[src/rtl/dav_capture_pkg.sv]
// Shared types and default parameters for the sample
// capture controller and its tick generator.
package dav_capture_pkg;

  typedef enum logic [1:0] {
    S_IDLE,
    S_CAPTURE,
    S_HANDOFF,
    S_WAIT_FFT
  } state_t;

  localparam int DEF_POINTS  = 64;
  localparam int DEF_CLK_DIV = 1000;

endpackage

[src/rtl/sample_tick_gen.sv]
// Sample-rate divider: counts 0..CLK_DIV-1 while enabled
// and flags the terminal count as a tick.
module sample_tick_gen
  import dav_capture_pkg::*;
#(
  parameter int CLK_DIV = DEF_CLK_DIV
) (
  input  logic clk,
  input  logic rst,
  input  logic clear,
  input  logic enable,
  output logic tick
);

  localparam int CW = $clog2(CLK_DIV);

  logic [CW-1:0] cnt;

  assign tick = (cnt == CW'(CLK_DIV - 1));

  always_ff @(posedge clk) begin
    if (rst || clear) begin
      cnt <= '0;
    end else if (enable) begin
      cnt <= tick ? '0 : cnt + CW'(1);
    end
  end

endmodule

[src/rtl/sample_capture_ctrl.sv]
// Frame capture FSM: paces buffer writes from vsync,
// hands full frames to the FFT and counts lost frames.
module sample_capture_ctrl
  import dav_capture_pkg::*;
#(
  parameter int POINTS  = DEF_POINTS,
  parameter int CLK_DIV = DEF_CLK_DIV
) (
  input  logic                      clk,
  input  logic                      rst,
  input  logic                      vsync,
  input  logic                      fft_done,
  output logic                      wr_en,
  output logic [$clog2(POINTS)-1:0] wr_addr,
  output logic                      fft_start,
  output logic                      busy,
  output logic [7:0]                drop_count
);

  localparam int AW = $clog2(POINTS);

  state_t state;
  state_t state_nx;
  logic   vsync_q;
  logic   rise;
  logic   tick;
  logic   last;
  logic   wr_nx;
  logic   drop_inc;
  logic   div_en;
  logic   div_clr;

  assign rise    = vsync & ~vsync_q;
  assign last    = (wr_addr == AW'(POINTS - 1));
  assign div_en  = (state == S_CAPTURE);
  assign div_clr = (state != S_CAPTURE);
  assign busy    = (state != S_IDLE);

  sample_tick_gen #(
    .CLK_DIV(CLK_DIV)
  ) u_tick (
    .clk   (clk),
    .rst   (rst),
    .clear (div_clr),
    .enable(div_en),
    .tick  (tick)
  );

  always_ff @(posedge clk) begin
    if (rst) state <= S_IDLE;
    else     state <= state_nx;
  end

  // wr_en is the registered tick, so a frame aborts only
  // when vsync falls on a cycle that is not itself a write.
  always_comb begin
    state_nx = state;
    wr_nx    = 1'b0;
    drop_inc = 1'b0;
    unique case (state)
      S_IDLE: begin
        if (rise) state_nx = S_CAPTURE;
      end
      S_CAPTURE: begin
        if (wr_en && last) begin
          state_nx = S_HANDOFF;
        end else if (!vsync && !wr_en) begin
          state_nx = S_IDLE;
          drop_inc = 1'b1;
        end else begin
          wr_nx = tick;
        end
      end
      S_HANDOFF: begin
        state_nx = S_WAIT_FFT;
        drop_inc = rise;
      end
      S_WAIT_FFT: begin
        drop_inc = rise;
        if (fft_done) state_nx = S_IDLE;
      end
      default: state_nx = S_IDLE;
    endcase
  end

  always_ff @(posedge clk) begin
    if (rst) begin
      vsync_q    <= 1'b1;
      wr_en      <= 1'b0;
      wr_addr    <= '0;
      fft_start  <= 1'b0;
      drop_count <= 8'd0;
    end else begin
      vsync_q   <= vsync;
      wr_en     <= wr_nx;
      fft_start <= (state == S_HANDOFF);
      if (state == S_IDLE)  wr_addr <= '0;
      else if (wr_en)       wr_addr <= wr_addr + AW'(1);
      if (drop_inc && drop_count != 8'hFF)
        drop_count <= drop_count + 8'd1;
    end
  end

endmodule

[config.mk]
export PLATFORM = sky130hd
export DESIGN_NAME = sample_capture_ctrl
export DESIGN_NICKNAME = d
export VERILOG_FILES = /design/src/rtl/dav_capture_pkg.sv /design/src/rtl/sample_tick_gen.sv /design/src/rtl/sample_capture_ctrl.sv
export SDC_FILE = /design/constraint.sdc
export NUM_CORES = 1
export LEC_CHECK = 0
export BUFFER_PORTS_ARGS = -buffer_cell sky130_fd_sc_hd__buf_2
export CORE_AREA = 3 3 61 63
export DETAILED_ROUTE_END_ITERATION = 16
export DIE_AREA = 0 0 64 66
export HOLD_SLACK_MARGIN = 0.03
export PLACE_DENSITY_LB_ADDON = 0.05
export SLEW_MARGIN = 20
export SYNTH_ARGS = -nofsm -noshare
export SYNTH_HDL_FRONTEND = slang
export SYNTH_SLANG_ARGS = --single-unit
[constraint.sdc]
create_clock -name clk -period 2.52 [get_ports clk]
set_clock_uncertainty 0.1 [all_clocks]
set_input_delay 0.378 -clock clk [delete_from_list [all_inputs] [get_ports clk]]
set_output_delay 0.378 -clock clk [all_outputs]
set_load 0.02 [all_outputs]
Word level (Yosys, flattened, before mapping)
Cells that the tools add are included.
{ "word_totals": {"elab_cells": 44, "in_bits": 4, "ff_bits": 29} }
{ "classes": {"muxes": 9, "addsub": 3, "n_eq_ne": 10, "n_bitwise": 3, "n_reduce_logical": 12} }
{ "ops": {"columns": ["operator", "n"], "rows": [
  ["adder 10 x 1 -> 10 bit (second input constant)", 1],
  ["equality test 10 bit (second input constant)", 1],
  ["two-way mux 10 bit", 1],
  ["adder 8 x 1 -> 8 bit (second input constant)", 1],
  ["two-way mux 2 bit", 4],
  ["!= test 8 bit (second input constant)", 1],
  ["case mux 2 bit (4 select lines)", 1],
  ["adder 6 x 1 -> 6 bit (second input constant)", 1],
  ["equality test 6 bit (second input constant)", 1],
  ["equality test 2 bit (second input constant)", 2],
  ["!= test 2 bit (second input constant)", 2],
  ["OR reduction 2 bit", 2],
  ["OR reduction 4 bit", 1],
  ["logical AND 1 bit", 3],
  ["!= test 3 x 1 -> 1 bit (second input constant)", 1],
  ["AND reduction 3 bit", 1],
  ["equality test 2 x 1 -> 1 bit (second input constant)", 1],
  ["logical NOT 1 bit", 2],
  ["logical NOT 2 bit", 1],
  ["two-way mux 1 bit", 2],
  ["!= test 2 x 1 -> 1 bit (second input constant)", 1],
  ["inverter 1 bit", 2],
  ["case mux 1 bit (2 select lines)", 1],
  ["nonzero test 2 bit", 1],
  ["2 further kinds", 2]
]} }

Logic depth before layout (Yosys ltp)
{ "depth": {"word_depth": 6, "ltp_mapped": 6} }

Hierarchy
From an unflattened synthesis, not the netlist that was laid out.
{ "unflattened": {"hier_cells": 150, "area_unflattened_um2": 1387.6} }
{ "by_module_without_submodules": {"columns": ["module", "cells_per_inst", "n_inst", "area_each_um2"], "rows": [
  ["sample_capture_ctrl", 98, 1, 889.6],
  ["sample_tick_gen", 52, 1, 498.0]
]} }

Worst setup path after synthesis
OpenSTA, ideal clock, no wires.
{ "synth_timing": {"path_kind": "reg-to-reg", "from": "register wr_en", "to": "register drop_count[6]", "path_stages_with_launch": 6, "period_less_slack_ns": 1.925, "n_path_buf": 1, "path_slack_ns": 0.595, "t_arrival_ns": 1.754, "setup_ns": 0.071, "required_time_ns": 2.349, "path_cell_list": "dfxtp_1 > buf_6 > or4b_4 > o2bb2ai_2 > or4_1 > a21oi_1"} }
{ "synth_via": {"elab_chain_len": 6, "word_cells_on_any_way": 7, "classes_between": "3 x mux; 4 x reduce/logical"} }
{ "synth_lines": {"columns": ["element", "line", "source"], "rows": [
  ["from (decl)", "sample_capture_ctrl.sv:13", "output logic wr_en,"],
  ["from (signal assigned)", "sample_capture_ctrl.sv:95", "wr_en <= wr_nx;"],
  ["logical NOT 1 bit", "sample_capture_ctrl.sv:67", "end else if (!vsync && !wr_en) begin"],
  ["logical AND 1 bit", "sample_capture_ctrl.sv:67", null],
  ["two-way mux 1 bit", "sample_capture_ctrl.sv:67", null],
  ["two-way mux 1 bit (*)", "sample_capture_ctrl.sv:65", "if (wr_en && last) begin"],
  ["case mux 1 bit (2 select lines) (*)", "sample_capture_ctrl.sv:60", "unique case (state)"],
  ["logical AND 1 bit (*)", "sample_capture_ctrl.sv:99", "if (drop_inc && drop_count != 8'hFF)"],
  ["to (signal assigned)", "sample_capture_ctrl.sv:100", "drop_count <= drop_count + 8'd1;"],
  ["to (decl)", "sample_capture_ctrl.sv:17", "output logic [7:0] drop_count"]
]} }
Every way passes the cells marked *; elsewhere a longest branch is shown, timed or not.
A chain may end at the register's enable or synchronous reset.

Worst setup path in the final report
{ "layout_timing": {"from": "register state[0]", "to": "register drop_count[6]"} }
{ "layout_via": {"elab_chain_len": 4, "word_cells_on_any_way": 6, "classes_between": "3 x eq/ne; 1 x mux; 2 x reduce/logical"} }
{ "layout_lines": {"columns": ["element", "line", "source"], "rows": [
  ["from (decl)", "sample_capture_ctrl.sv:22", "state_t state;"],
  ["from (signal assigned)", "sample_capture_ctrl.sv:51", "else state <= state_nx;"],
  ["equality test 2 bit", "sample_capture_ctrl.sv:60", null],
  ["OR reduction 2 bit (no source line)", null, null],
  ["case mux 1 bit (2 select lines) (*)", "sample_capture_ctrl.sv:60", null],
  ["logical AND 1 bit (*)", "sample_capture_ctrl.sv:99", null]
]} }
Marked as above.

==> flow_metrics.py <==
metrics = {
    "outcome": {
        "status": "completed",
    },
    "final_layout": {
        "stdcell_area_mm2": 0.00148,
        "area_growth_pct": 14.5,
        "antenna_cells": 0,
        "nets": 175,
        "final_util_pct": 45.1,
        "final_cells": 214,
        "multi_input_area_um2": 678,
        "seq_area_um2": 581,
        "n_fill_cell": 357,
        "drive_gt1_share_pct": 19.0,
    },
    "worst_setup_path": {
        "crit_type": "register to register",
        "critical_path.top_delay_family": "simple AND/OR/NAND/NOR gates",
        "path_cells": "or4b_4, o2bb2ai_2, or4_1, a21oi_1",
        "arrival_ns": 2.12,
        "cp_slowest_cell": "or4b_4",
        "max_stage_delay_ns": 0.53,
        "cp-start-kind": "register",
        "cp_data_required_time_ns": 2.69,
        "cp_max_fo": 9,
        "cp_num_buf_inv": 0,
        "cp.depth": 4,
        "end_kind": "register",
        "rr_worst_depth": 4,
    },
    "detailed_routing": {
        "wirelength_um": 2550,
        "drtAntennaViolNets": 0,
        "vias": 1060,
        "drt_first_iter_violations": 46,
        "drc": 0,
        "wl_per_cell_um": 11.9,
        "firstDrtPassIters": 4,
        "viasPerCell": 4.95,
    },
    "sta": {
        "slew_viol_final": 0,
        "setup_viol_count_final": 0,
        "finalCriticalPeriod_ns": 1.95,
        "hold_viol": 0,
        "rsz0062_at_grt": "no",
        "hold_ws_ns": 0.178,
        "tns_ns": 0,
        "fin_crit_sh_pct": 77.4,
        "slew_headroom_pct": 75.9,
        "worst_slew_pin_slew_ns": 0.359,
        "fmax_mhz": 513,
    },
    "yosys": {
        "synth_edf_count": 0,
        "synth_cell_type_count": 37,
        "synth.area.mux_share_pct": 2.32,
        "syn-instance-count": 145,
        "syn_nets": 152,
        "synthesis.area_mm2": 0.00129,
        "synth_top_family_by_area": "simple AND/OR/NAND/NOR gates",
        "synth-simple-area-share_pct": 27.5,
        "synth_compound_area_share_pct": 10.8,
        "synth_xor_area_share_pct": 8.79,
        "ys_ff_latch": 29,
        "synthArstFlopShare_pct": 0,
        "synth_flop_cell": "dfxtp_1",
        "yosysWarnings": 0,
        "seq_area_frac_synth_pct": 44.8,
        "avgSynthCellArea_um2": 8.93,
        "synth_adder_area_share_pct": 2.90,
    },
    "placement": {
        "placed_area_mm2": 0.00143,
        "port_buffers": 20,
        "place_hpwl_um": 1830,
        "dp_cells": 207,
        "gp_congestion": 0.752,
    },
    "global_routing": {
        "grt_pass1_wl_um": 4510,
        "grtUsageTotal_pct": 14.0,
        "grt_max_degree": 15,
        "grt_pass1_vias": 1033,
        "antenna_found_initial": 0,
        "grt.overflow.total": 0,
    },
    "flow_run": {
        "maxCapViolCount": 0,
    },
    "die": {
        "dieArea_mm2": 0.00422,
        "start_util_pct": 39.4,
        "core_mm2": 0.00328,
        "core.rowCount": 21,
        "fp.dieH_um": 66,
        "die_w_um": 64,
        "io_pins": 21,
    },
    "clock_network": {
        "cts_resized": 0,
        "hold_buffers": 0,
        "post_cts_buffers": 0,
        "h-tree-depth": 2,
        "cts_tree": "done",
        "cts-root-buf": "clkbuf_4",
        "cts_buffers": 5,
        "path_clk_slew_ns": 0.09,
        "clock_sinks": 29,
        "clk_path_buf_depth": 2,
        "insertion_delay_ns": 0.33,
    },
    "power": {
        "power.density_mw_per_mm2": 521,
        "peakVddDrop_v": 0.000289,
        "p_leak_nw": 0.530,
    },
    "worst_hold_path": {
        "hold_path.class": "input port to register",
        "hold_depth": 2,
    },
}
[cells in the final DEF, fill, tap and decap left out, types with 2 or more instances in the layout]
| cell | n |
|---|---|
| mux2i_1 | 3 |
| nor3b_1 | 2 |
| a21oi_1 | 6 |
| o21ai_0 | 6 |
| xor2_1 | 6 |
| or2_2 | 2 |
| ha_1 | 3 |
| a211oi_1 | 3 |
| nor2b_1 | 2 |
| or4_1 | 2 |
| nand2_1 | 10 |
| dfxtp_1 | 29 |
| nand2b_1 | 3 |
| nand4_1 | 4 |
| nand3_1 | 7 |
| clkbuf_4 | 5 |
| or3_1 | 4 |
| inv_1 | 3 |
| nor3_1 | 3 |
| xnor2_1 | 7 |
| buf_2 | 20 |
| nor2_1 | 23 |
[synthesized netlist by cell type, types with 2 or more instances]
| cell type | instances | share of area, % |
|---|---|---|
| xnor2_1 | 7 | 4.7 |
| a21oi_1 | 6 | 2.3 |
| mux2i_1 | 3 | 2.3 |
| nor2b_1 | 2 | 0.97 |
| nor3_1 | 3 | 1.2 |
| or4_1 | 2 | 1.2 |
| nand3_1 | 7 | 2.7 |
| nand2_1 | 10 | 2.9 |
| dfxtp_1 | 29 | 45 |
| or2_2 | 2 | 0.97 |
| inv_1 | 3 | 0.87 |
| or3_1 | 4 | 1.9 |
| nor2_1 | 23 | 6.7 |
| nor3b_1 | 2 | 1.2 |
| ha_1 | 3 | 2.9 |
| a211oi_1 | 3 | 1.7 |
| nand2b_1 | 3 | 1.4 |
| xor2_1 | 6 | 4.1 |
| nand4_1 | 4 | 1.9 |
| o21ai_0 | 6 | 2.3 |
[path summary, 6_finish.rpt]
kind	start	endpoint	slack, ns
worst max-delay path	state[0]$_SDFFE_PP0P_	drop_count[6]$_SDFFE_PP0P_	0.57
worst max register to register	state[0]$_SDFFE_PP0P_	drop_count[6]$_SDFFE_PP0P_	0.57
worst min register to register	u_tick.cnt[0]$_SDFFE_PP0N_	u_tick.cnt[0]$_SDFFE_PP0N_	0.38
worst min-delay path	fft_done	state[0]$_SDFFE_PP0P_	0.18
[power by group]
part           leakage [nW]  internal, mW  switching [mW]
clock network        0.0314         0.131           0.157
registers             0.234         0.460         0.00285
logic                 0.264       0.00824          0.0131
total                 0.530         0.600           0.173
[layout make-up]
type	count	share of cell area, %
multi-input cells	109	45.7
well taps	46	3.88
clock buffers	7	3.71
inverters	3	0.759
flip-flops and latches	29	39.2
repair buffers	20	6.75
[metrics by stage]
step,worst slack [ns],total power [mW]
floorplan,0.595,0.487
global route,0.471,0.803
global placement,0.595,0.494
detailed placement,0.583,0.495
CTS,0.608,0.783
finish,0.569,0.773
[registers in the layout, indices dropped and copies added, names as in the netlist, named ones only]
signal	cells
u_tick.cnt	10
drop_count	8
wr_addr	6
fft_start	1
state	1
vsync_q	1
wr_en	1
[routing by layer]
metal | part of all wire, % | global-route usage (%) | up-vias
met2 | 47 | 21.7 | 15
met3 | 4.3 | 5.78 | 6
met4 | 1.8 | 7.01 | 0
li1 | - | - | 554
met5 | 0 | 0 | -
met1 | 47 | 16.6 | 485
[cells by family after synthesis]
group           count (synthesis)
mux                             3
simple gates                   69
compound gates                 21
xor+xnor                       13
fa+ha+maj                       3
flops                          29
buf+inv                         7
Note: power is estimated with default switching activity, not from simulation.
